===== config.mk =====
export PLATFORM = sky130hd
export DESIGN_NAME = cache_repl_lru_sel_flat
export DESIGN_NICKNAME = d
export VERILOG_FILES = /design/src/rtl/cache_repl_lru_sel_if.sv /design/src/rtl/cache_repl_lru_sel.sv /design/src/flat_wrapper.sv
export SDC_FILE = /design/constraint.sdc
export NUM_CORES = 1
export LEC_CHECK = 0
export CAP_MARGIN = 20
export CORE_MARGIN = 1.5
export CORE_UTILIZATION = 30
export CTS_CLUSTER_SIZE = 14
export DETAILED_ROUTE_END_ITERATION = 16
export PLACE_DENSITY = 0.54
export SETUP_SLACK_MARGIN = 0.4
export SYNTH_ARGS = -nofsm -noshare
export SYNTH_HDL_FRONTEND = slang
export SYNTH_SLANG_ARGS = --single-unit

===== constraint.sdc =====
create_clock -name clk -period 6.7 [get_ports clk]
set_clock_uncertainty 0.2 [all_clocks]
set_input_delay 1.34 -clock clk [delete_from_list [all_inputs] [get_ports clk]]
set_output_delay 1.34 -clock clk [all_outputs]
set_load 0.01 [all_outputs]

===== src/rtl/cache_repl_lru_sel_if.sv =====
// Request-side bundle for the LRU victim selector; lock_mask exists only when CACHE_REPL_LOCK_EN is defined.
interface cache_repl_lru_sel_if #(
    parameter int WAYS = 4
);
    logic [31:0]     addr_rbuf;
    logic [WAYS-1:0] visit;
    logic            en;
    logic [WAYS-1:0] valid_mask;
    logic [WAYS-1:0] way_sel;
    logic            busy;
`ifdef CACHE_REPL_LOCK_EN
    logic [WAYS-1:0] lock_mask;

    modport master (
        output addr_rbuf, visit, en, valid_mask, lock_mask,
        input  way_sel, busy
    );
    modport slave (
        input  addr_rbuf, visit, en, valid_mask, lock_mask,
        output way_sel, busy
    );
`else
    modport master (
        output addr_rbuf, visit, en, valid_mask,
        input  way_sel, busy
    );
    modport slave (
        input  addr_rbuf, visit, en, valid_mask,
        output way_sel, busy
    );
`endif
endinterface


===== src/rtl/cache_repl_lru_sel.sv =====
// True-LRU victim selector: per-set MRU..LRU stack, sequenced identity init after reset, invalid-way-first choice.
// Optional macro CACHE_REPL_LOCK_EN adds lock_mask; victim becomes the least-recent unlocked way.
module cache_repl_lru_sel #(
    parameter int WAYS        = 4,
    parameter int SET_BITS    = 6,
    parameter int OFFSET_BITS = 6
) (
    input  logic                 clk,
    input  logic                 rstn,
    cache_repl_lru_sel_if.slave  bus
);
    localparam int WB   = (WAYS > 1) ? $clog2(WAYS) : 1;
    localparam int SETS = 1 << SET_BITS;
    localparam int SW   = WAYS * WB;

    localparam logic [0:0] ST_INIT  = 1'b0;
    localparam logic [0:0] ST_READY = 1'b1;

    localparam logic [SET_BITS-1:0] SET_LAST = '1;

    typedef logic [SW-1:0] stack_t;

    function automatic stack_t ident_stack();
        stack_t s;
        s = '0;
        for (int k = 0; k < WAYS; k++) begin
            s[k*WB +: WB] = WB'(WAYS - 1 - k);
        end
        return s;
    endfunction

    localparam stack_t IDENT = ident_stack();

    logic [0:0]          state_q, state_d;
    logic [SET_BITS-1:0] cnt_q, cnt_d;
    stack_t              stack_q [SETS];

    logic [SET_BITS-1:0] idx;
    stack_t              cur;
    logic                busy;
    logic                unused_addr;

    assign idx  = bus.addr_rbuf[OFFSET_BITS +: SET_BITS];
    assign cur  = stack_q[idx];
    assign busy = (state_q == ST_INIT);

    assign unused_addr = ^(bus.addr_rbuf & ~(32'(SETS - 1) << OFFSET_BITS));

    // ---------------- init sequencer ----------------
    always_comb begin
        state_d = state_q;
        cnt_d   = cnt_q;
        if (state_q == ST_INIT) begin
            cnt_d = cnt_q + SET_BITS'(1);
            if (cnt_q == SET_LAST) begin
                state_d = ST_READY;
            end
        end
    end

    always_ff @(posedge clk) begin
        if (!rstn) begin
            state_q <= ST_INIT;
            cnt_q   <= '0;
        end else begin
            state_q <= state_d;
            cnt_q   <= cnt_d;
        end
    end

    // ---------------- recency update ----------------
    logic            vis_onehot;
    logic [WB-1:0]   vis_id;
    logic [WB-1:0]   hit_pos;
    stack_t          upd;
    logic            upd_en;

    assign vis_onehot = (bus.visit != '0) &&
                        ((bus.visit & (bus.visit - WAYS'(1))) == '0);

    always_comb begin
        vis_id = '0;
        for (int w = 0; w < WAYS; w++) begin
            if (bus.visit[w]) begin
                vis_id = WB'(w);
            end
        end
    end

    // The stack is always a permutation of way ids, so exactly one field matches.
    always_comb begin
        hit_pos = '0;
        for (int k = 0; k < WAYS; k++) begin
            if (cur[k*WB +: WB] == vis_id) begin
                hit_pos = WB'(k);
            end
        end
    end

    always_comb begin
        upd          = cur;
        upd[WB-1:0]  = vis_id;
        for (int k = 1; k < WAYS; k++) begin
            if (WB'(k) <= hit_pos) begin
                upd[k*WB +: WB] = cur[(k-1)*WB +: WB];
            end
        end
    end

    assign upd_en = (state_q == ST_READY) && bus.en && vis_onehot;

    always_ff @(posedge clk) begin
        if (rstn) begin
            if (state_q == ST_INIT) begin
                stack_q[cnt_q] <= IDENT;
            end else if (upd_en) begin
                stack_q[idx] <= upd;
            end
        end
    end

    // ---------------- victim selection ----------------
    logic [WB-1:0]   lru_id;
    logic [WAYS-1:0] victim;

    assign lru_id = cur[(WAYS-1)*WB +: WB];

`ifdef CACHE_REPL_LOCK_EN
    logic [WAYS-1:0] cand_inv;
    logic [WB-1:0]   fid;

    assign cand_inv = ~bus.valid_mask & ~bus.lock_mask;

    always_comb begin
        victim         = '0;
        victim[lru_id] = 1'b1;
        fid            = '0;
        // Walking MRU->LRU lets the least-recent unlocked way overwrite the rest.
        for (int k = 0; k < WAYS; k++) begin
            fid = cur[k*WB +: WB];
            if (!bus.lock_mask[fid]) begin
                victim      = '0;
                victim[fid] = 1'b1;
            end
        end
        for (int w = WAYS - 1; w >= 0; w--) begin
            if (cand_inv[w]) begin
                victim    = '0;
                victim[w] = 1'b1;
            end
        end
    end
`else
    logic [WAYS-1:0] cand_inv;

    assign cand_inv = ~bus.valid_mask;

    always_comb begin
        victim         = '0;
        victim[lru_id] = 1'b1;
        for (int w = WAYS - 1; w >= 0; w--) begin
            if (cand_inv[w]) begin
                victim    = '0;
                victim[w] = 1'b1;
            end
        end
    end
`endif

    assign bus.way_sel = busy ? '0 : victim;
    assign bus.busy    = busy;

endmodule


===== src/flat_wrapper.sv =====
// flat-port wrapper written by rule: the top's interface ports become plain ports
module cache_repl_lru_sel_flat 
#(
    parameter int WAYS        = 4,
    parameter int SET_BITS    = 6,
    parameter int OFFSET_BITS = 6
)
  (clk, rstn, bus_addr_rbuf, bus_visit, bus_en, bus_valid_mask, bus_way_sel, bus_busy);
  cache_repl_lru_sel_if #(.WAYS(WAYS)) bus_i ();
  input  logic clk;
  input  logic rstn;
  input wire logic [$bits(bus_i.addr_rbuf)-1:0] bus_addr_rbuf;
  input wire logic [$bits(bus_i.visit)-1:0] bus_visit;
  input wire logic [$bits(bus_i.en)-1:0] bus_en;
  input wire logic [$bits(bus_i.valid_mask)-1:0] bus_valid_mask;
  output wire logic [$bits(bus_i.way_sel)-1:0] bus_way_sel;
  output wire logic [$bits(bus_i.busy)-1:0] bus_busy;
  assign bus_i.addr_rbuf = bus_addr_rbuf;
  assign bus_i.visit = bus_visit;
  assign bus_i.en = bus_en;
  assign bus_i.valid_mask = bus_valid_mask;
  assign bus_way_sel = bus_i.way_sel;
  assign bus_busy = bus_i.busy;
  cache_repl_lru_sel #(.WAYS(WAYS), .SET_BITS(SET_BITS), .OFFSET_BITS(OFFSET_BITS)) u_core (.clk(clk), .rstn(rstn), .bus(bus_i));
endmodule

* Yosys cells after proc, flatten, opt, wreduce, memory -nomap -nowiden
Memories as Yosys holds them, arrays and structs flattened. Index checks and enable logic that the tools add are counted.
Storage, ports and cells: bits in writable memories 512, flip-flop bits (word level) 7, memories 1
Operators by class: reduce and logical (&&, ||, !) cells 7, $lt $le $gt $ge 5, muxes and demuxes 28, bitwise logic cells 3, equal/unequal tests 4, $add $sub $neg 2
Memories:
- u_core.stack_q | depth 64, width 8, read ports 1, clocked after Yosys merged registers in 0, wr ports 1, RTL line cache_repl_lru_sel.sv:36 | stack_t stack_q [SETS];
Operator list (number):
- 4-bit two-way mux | 5
- 2-bit two-way mux | 7
- 1-bit two-way mux | 13
- 8-bit two-way mux | 1
- 8-bit OR reduction | 1
- 6-bit by 1-bit adder with 6-bit output, second input constant | 1
- 2-bit equality test | 3
- 6-bit equality test, second input constant | 1
- 6-bit two-way mux | 1
- 4-bit bitwise AND | 1
- 2-bit less-or-equal comparator, first input constant | 2
- 1-bit logical AND | 4
- 4-bit logical NOT | 1
- 4-bit inverter | 1
- 4-bit nonzero test | 1
- 4-bit by 1-bit subtractor with 4-bit output, second input constant | 1
- 2-bit by 3-bit less-than comparator with 1-bit output, second input constant | 1
- 1-bit demux with 2-bit select | 1
- 2-bit by 1-bit >= comparator with 1-bit output, second input constant | 1
- 1-bit by 2-bit less-or-equal comparator with 1-bit output, first input constant | 1
- 1-bit inverter | 1

* Longest topological paths before layout
depth after elaboration 11, gate-level depth with buffers 11, depth with buffers taken out 8

* Worst setup path before layout
Ideal clock, no wire load.
path type input to register, start point input port bus_addr_rbuf[6], end point memory u_core.stack_q[0][5] in the netlist's numbering (data pin), path buffers 1, library setup time 767 ps, data required time 5733 ps, arrival 5957 ps, slack -225 ps, stages 9, path through buf_6 > mux4_1 > mux2i_1 > o311ai_1 > a2111oi_2 > or3_1 > and4_4 > nor3_1 > a311oi_1
On the way: word-level cells in the longest chain between the ends 8
Ends and longest elaborated chain:
- start, declared | RTL line flat_wrapper.sv:12 | input wire logic [$bits(bus_i.addr_rbuf)-1:0] bus_addr_rbuf;
- memory 64 x 8 bit (*)
- 2-bit equality test | RTL line cache_repl_lru_sel.sv:94 | if (cur[k*WB +: WB] == vis_id) begin
- 1-bit two-way mux | RTL line cache_repl_lru_sel.sv:94
- 2-bit two-way mux (2 in a row) | RTL line cache_repl_lru_sel.sv:94
- 2-bit less-or-equal comparator | RTL line cache_repl_lru_sel.sv:104 | if (WB'(k) <= hit_pos) begin
- 2-bit two-way mux (*) | RTL line cache_repl_lru_sel.sv:104
- 8-bit two-way mux (no line) (*)
- end, declared | RTL line cache_repl_lru_sel.sv:36
Every way passes the cells marked *; elsewhere a longest branch is shown, timed or not.

* Worst setup path after layout
start point input port bus_addr_rbuf[6], end point output port bus_way_sel[2]
On the way: word-level cells in the longest chain between the ends 10
Ends and longest elaborated chain:
- memory 64 x 8 bit (*)
- 2-bit by 3-bit less-than comparator with 1-bit output (not written as such) / 2-bit by 1-bit >= comparator with 1-bit output (equally long branches) | RTL line cache_repl_lru_sel.sv:160 | victim[lru_id] = 1'b1;
- 1-bit logical AND (not written as such) | RTL line cache_repl_lru_sel.sv:160
- 1-bit two-way mux (not written as such) | RTL line cache_repl_lru_sel.sv:160
- 1-bit demux with 2-bit select (*)
- 4-bit two-way mux (*) (4 in a row) | RTL line cache_repl_lru_sel.sv:162 | if (cand_inv[w]) begin
- 4-bit two-way mux (*) | RTL line cache_repl_lru_sel.sv:170 | assign bus.way_sel = busy ? '0 : victim;
- end, declared | RTL line flat_wrapper.sv:16 | output wire logic [$bits(bus_i.way_sel)-1:0] bus_way_sel;
Marked as above.

==> flow_summary.toml <==
[logic_synthesis]
synthTopCellsByArea = "edfxtp_1 73%, mux4_2 13%, mux4_1 1.7%, mux2i_1 1.4%, nor2_1 1.4%"
ys_async_sr_fraction_pct = 0
ys_ff_latch = 519
syn-num-nets = 1109
ys_seq_area_share_pct = 73.8
synth_top_area_cell = "edfxtp_1"
syn_inst = 1065
synth_edf_count = 512
yosys_warnings = 0
syn_area_um2 = 21000
yosysTopAreaCellShare_pct = 73.1
syn_avg_cell_area_um2 = 19.7
ys.flop_type = "edfxtp_1"
yosys.cell_types.count = 69

[sta]
min_period_over_period_pct = 90.1
slew_headroom_pct = 24.6
fmax_mhz = 166
fin_setup_tns_ps = 0
setup_viol = 0
hold_viol = 0
period_needed_ps = 6030
maxSlewViolCount = 0
rsz0062_at_grt = "no"
tightest_slew_ps = 1130

[place]
dp_hpwl_um = 31700
io_buffers = 21
gp_congestion = 0.820
dp_cells = 2006

[clock_network]
clk_path_buf_depth = 3
h-tree-depth = 2
cts_made_buffers = 54
cts_sinks = 519
postCtsSetupBuffers = 0
cts.clk_slew.worst_paths_ps = 60
worstSkewPairLatency_ps = 590
cts_hold_buf = 0
cts_tree = "done"
post_cts_resize_count = 2
root_buffer = "clkbuf_16"

[critical_path]
r2r_slack_ps = 2730
crit_chain = "buf_12 -> buf_4 -> mux4_2 -> nand2_1 -> a21boi_0 -> a2111oi_4 -> nor2_1 -> nor2_1 -> nand2_1 -> a21oi_1 -> clkdlybuf4s50_1"
cp.required_ps = 5160
critical-path-max-stage-delay_ps = 560
cp-start-kind = "input pin"
reg2reg_from = "u_core.state_q"
cp_data_arrival_time_ps = 4490
crit_path_end_kind = "primary output"
r2r-end = "u_core.stack_q[4][1]"
crit_slowest_cell = "mux4_2"
worstSetupPathType = "input pin to primary output"
crit_fanout = 38
r2r_cells = 4

[worst_hold_path]
hold_path_class = "flip-flop to flip-flop"
worstHoldEndpoint = "u_core.cnt_q[1]"
holdPathStages = 2
worstHoldStart = "u_core.cnt_q[1]"

[cells_and_area]
drive_gt1_share_pct = 22.5
syn2layout_area_growth_pct = 15.2
nNetsFinal = 1176
final_common_cell = "edfxtp_1"
fillers = 6491
final_cell_mix = "512 x edfxtp_1, 119 x mux4_2, 77 x nor2_1"
fin_cells = 2104
antenna_cells = 0

[routing]
drc = 0
vias = 10500
drt.antenna.violating_nets = 0
viasPerCell = 4.99
dr.pass1.iters = 7
wirelength_um = 50500
wl_per_cell_um = 24.0
drt_iter0_drc = 1009

[floorplan]
start_util_pct = 30.5
die_y_um = 268
pin_count = 48
die_area_um2 = 71700
core.rowCount = 96
core_area_um2 = 68900
die_w_um = 268

[global_routing]
grt_pass1_vias = 10700
grt_pass1_wl_um = 73900
antenna_found_initial = 0
grt_max_degree = 65
track_usage_pct = 14.3
grt_overflow = 0

[power]
design_power_total_mw = 6.68
p_per_area_nw_per_um2 = 276
peakVddDrop_v = 0.000173
leakagePower_nw = 8.15

[flow_run]
cap_violations = 0

[status]
status = "completed"
## worst max-delay path by stage
stage / start / depth (start not counted) / end / slack [ps]
after floorplan: bus_addr_rbuf[6] / 9 / u_core.stack_q[0][2] / 990
after global placement: bus_addr_rbuf[10] / 10 / bus_way_sel[2] / 410
final: bus_addr_rbuf[6] / 11 / bus_way_sel[2] / 670
after CTS: bus_addr_rbuf[6] / 11 / bus_way_sel[2] / 530
after global routing: bus_addr_rbuf[6] / 11 / bus_way_sel[1] / 500
after detailed placement: bus_addr_rbuf[10] / 10 / bus_way_sel[2] / 350
## final cells by class
cell class	count	area, um2	area share, %
sequential	519	15500	64.1
multi-input combinational	484	5200	21.5
clock inverter	27	256	1.06
clock buffer	70	1430	5.91
tap	931	1160	4.81
inverter	7	26.3	0.108
timing repair buffer	66	622	2.57
## through the flow
step                setup WS, ps  cell area [um2]  hold slack, ps  util [%]
finish                       665            24200             389      35.1
global route                 495            24200             450      35.1
floorplan                    985            21000             343         -
detailed placement           352            22500             379      32.6
CTS                          531            24200             386      35.1
global placement             408            22500             372      32.6
## sequential cells by signal, indices dropped and copies added (netlist names)
name            cells
u_core.cnt_q        6
u_core.stack_q    512
u_core.state_q      1
## synth_stat cells (9+ instances only)
cell      instances
edfxtp_1        512
mux4_2          119
nor2_1           78
nand2_1          56
mux2i_1          30
nand3_1          25
buf_2            18
a21oi_1          17
a31oi_1          16
mux4_1           14
clkbuf_1         13
o22ai_1          12
and2_1            9
buf_6             9
nor2b_1           9
o21ai_0           9
## metal layers
layer	part of all wire, %	track usage [%]	vias up	wire, um
met1	44	19.7	5560	22200
met4	2.4	4.40	0	1230
met5	0	0	-	0
met2	47	22.6	313	23900
li1	-	-	4552	-
met3	6.3	3.32	69	3200
## cell families after synthesis
family	count (synthesis)	synth area share, %
fa+ha+maj	1	0.0595
simple gates	221	5.06
compound gates	91	3.00
xor+xnor	6	0.250
flops	519	73.8
buf+inv	62	1.83
mux	165	16.0
## power by group
| group | switching [mW] | total [mW] | internal, mW |
|---|---|---|---|
| Combinational | 0.162 | 0.260 | 0.0978 |
| Clock | 1.20 | 2.89 | 1.69 |
| Sequential | 0.00388 | 3.53 | 3.52 |
## worst max-delay path: cells and delay by family
kind | cells | cell delay (ps)
AOI/OAI and AO/OA | 3 | 800
buffers and inverters | 3 | 1200
muxes | 1 | 560
and+or+nand+nor | 4 | 510
Note: power is estimated with default switching activity, not from simulation.
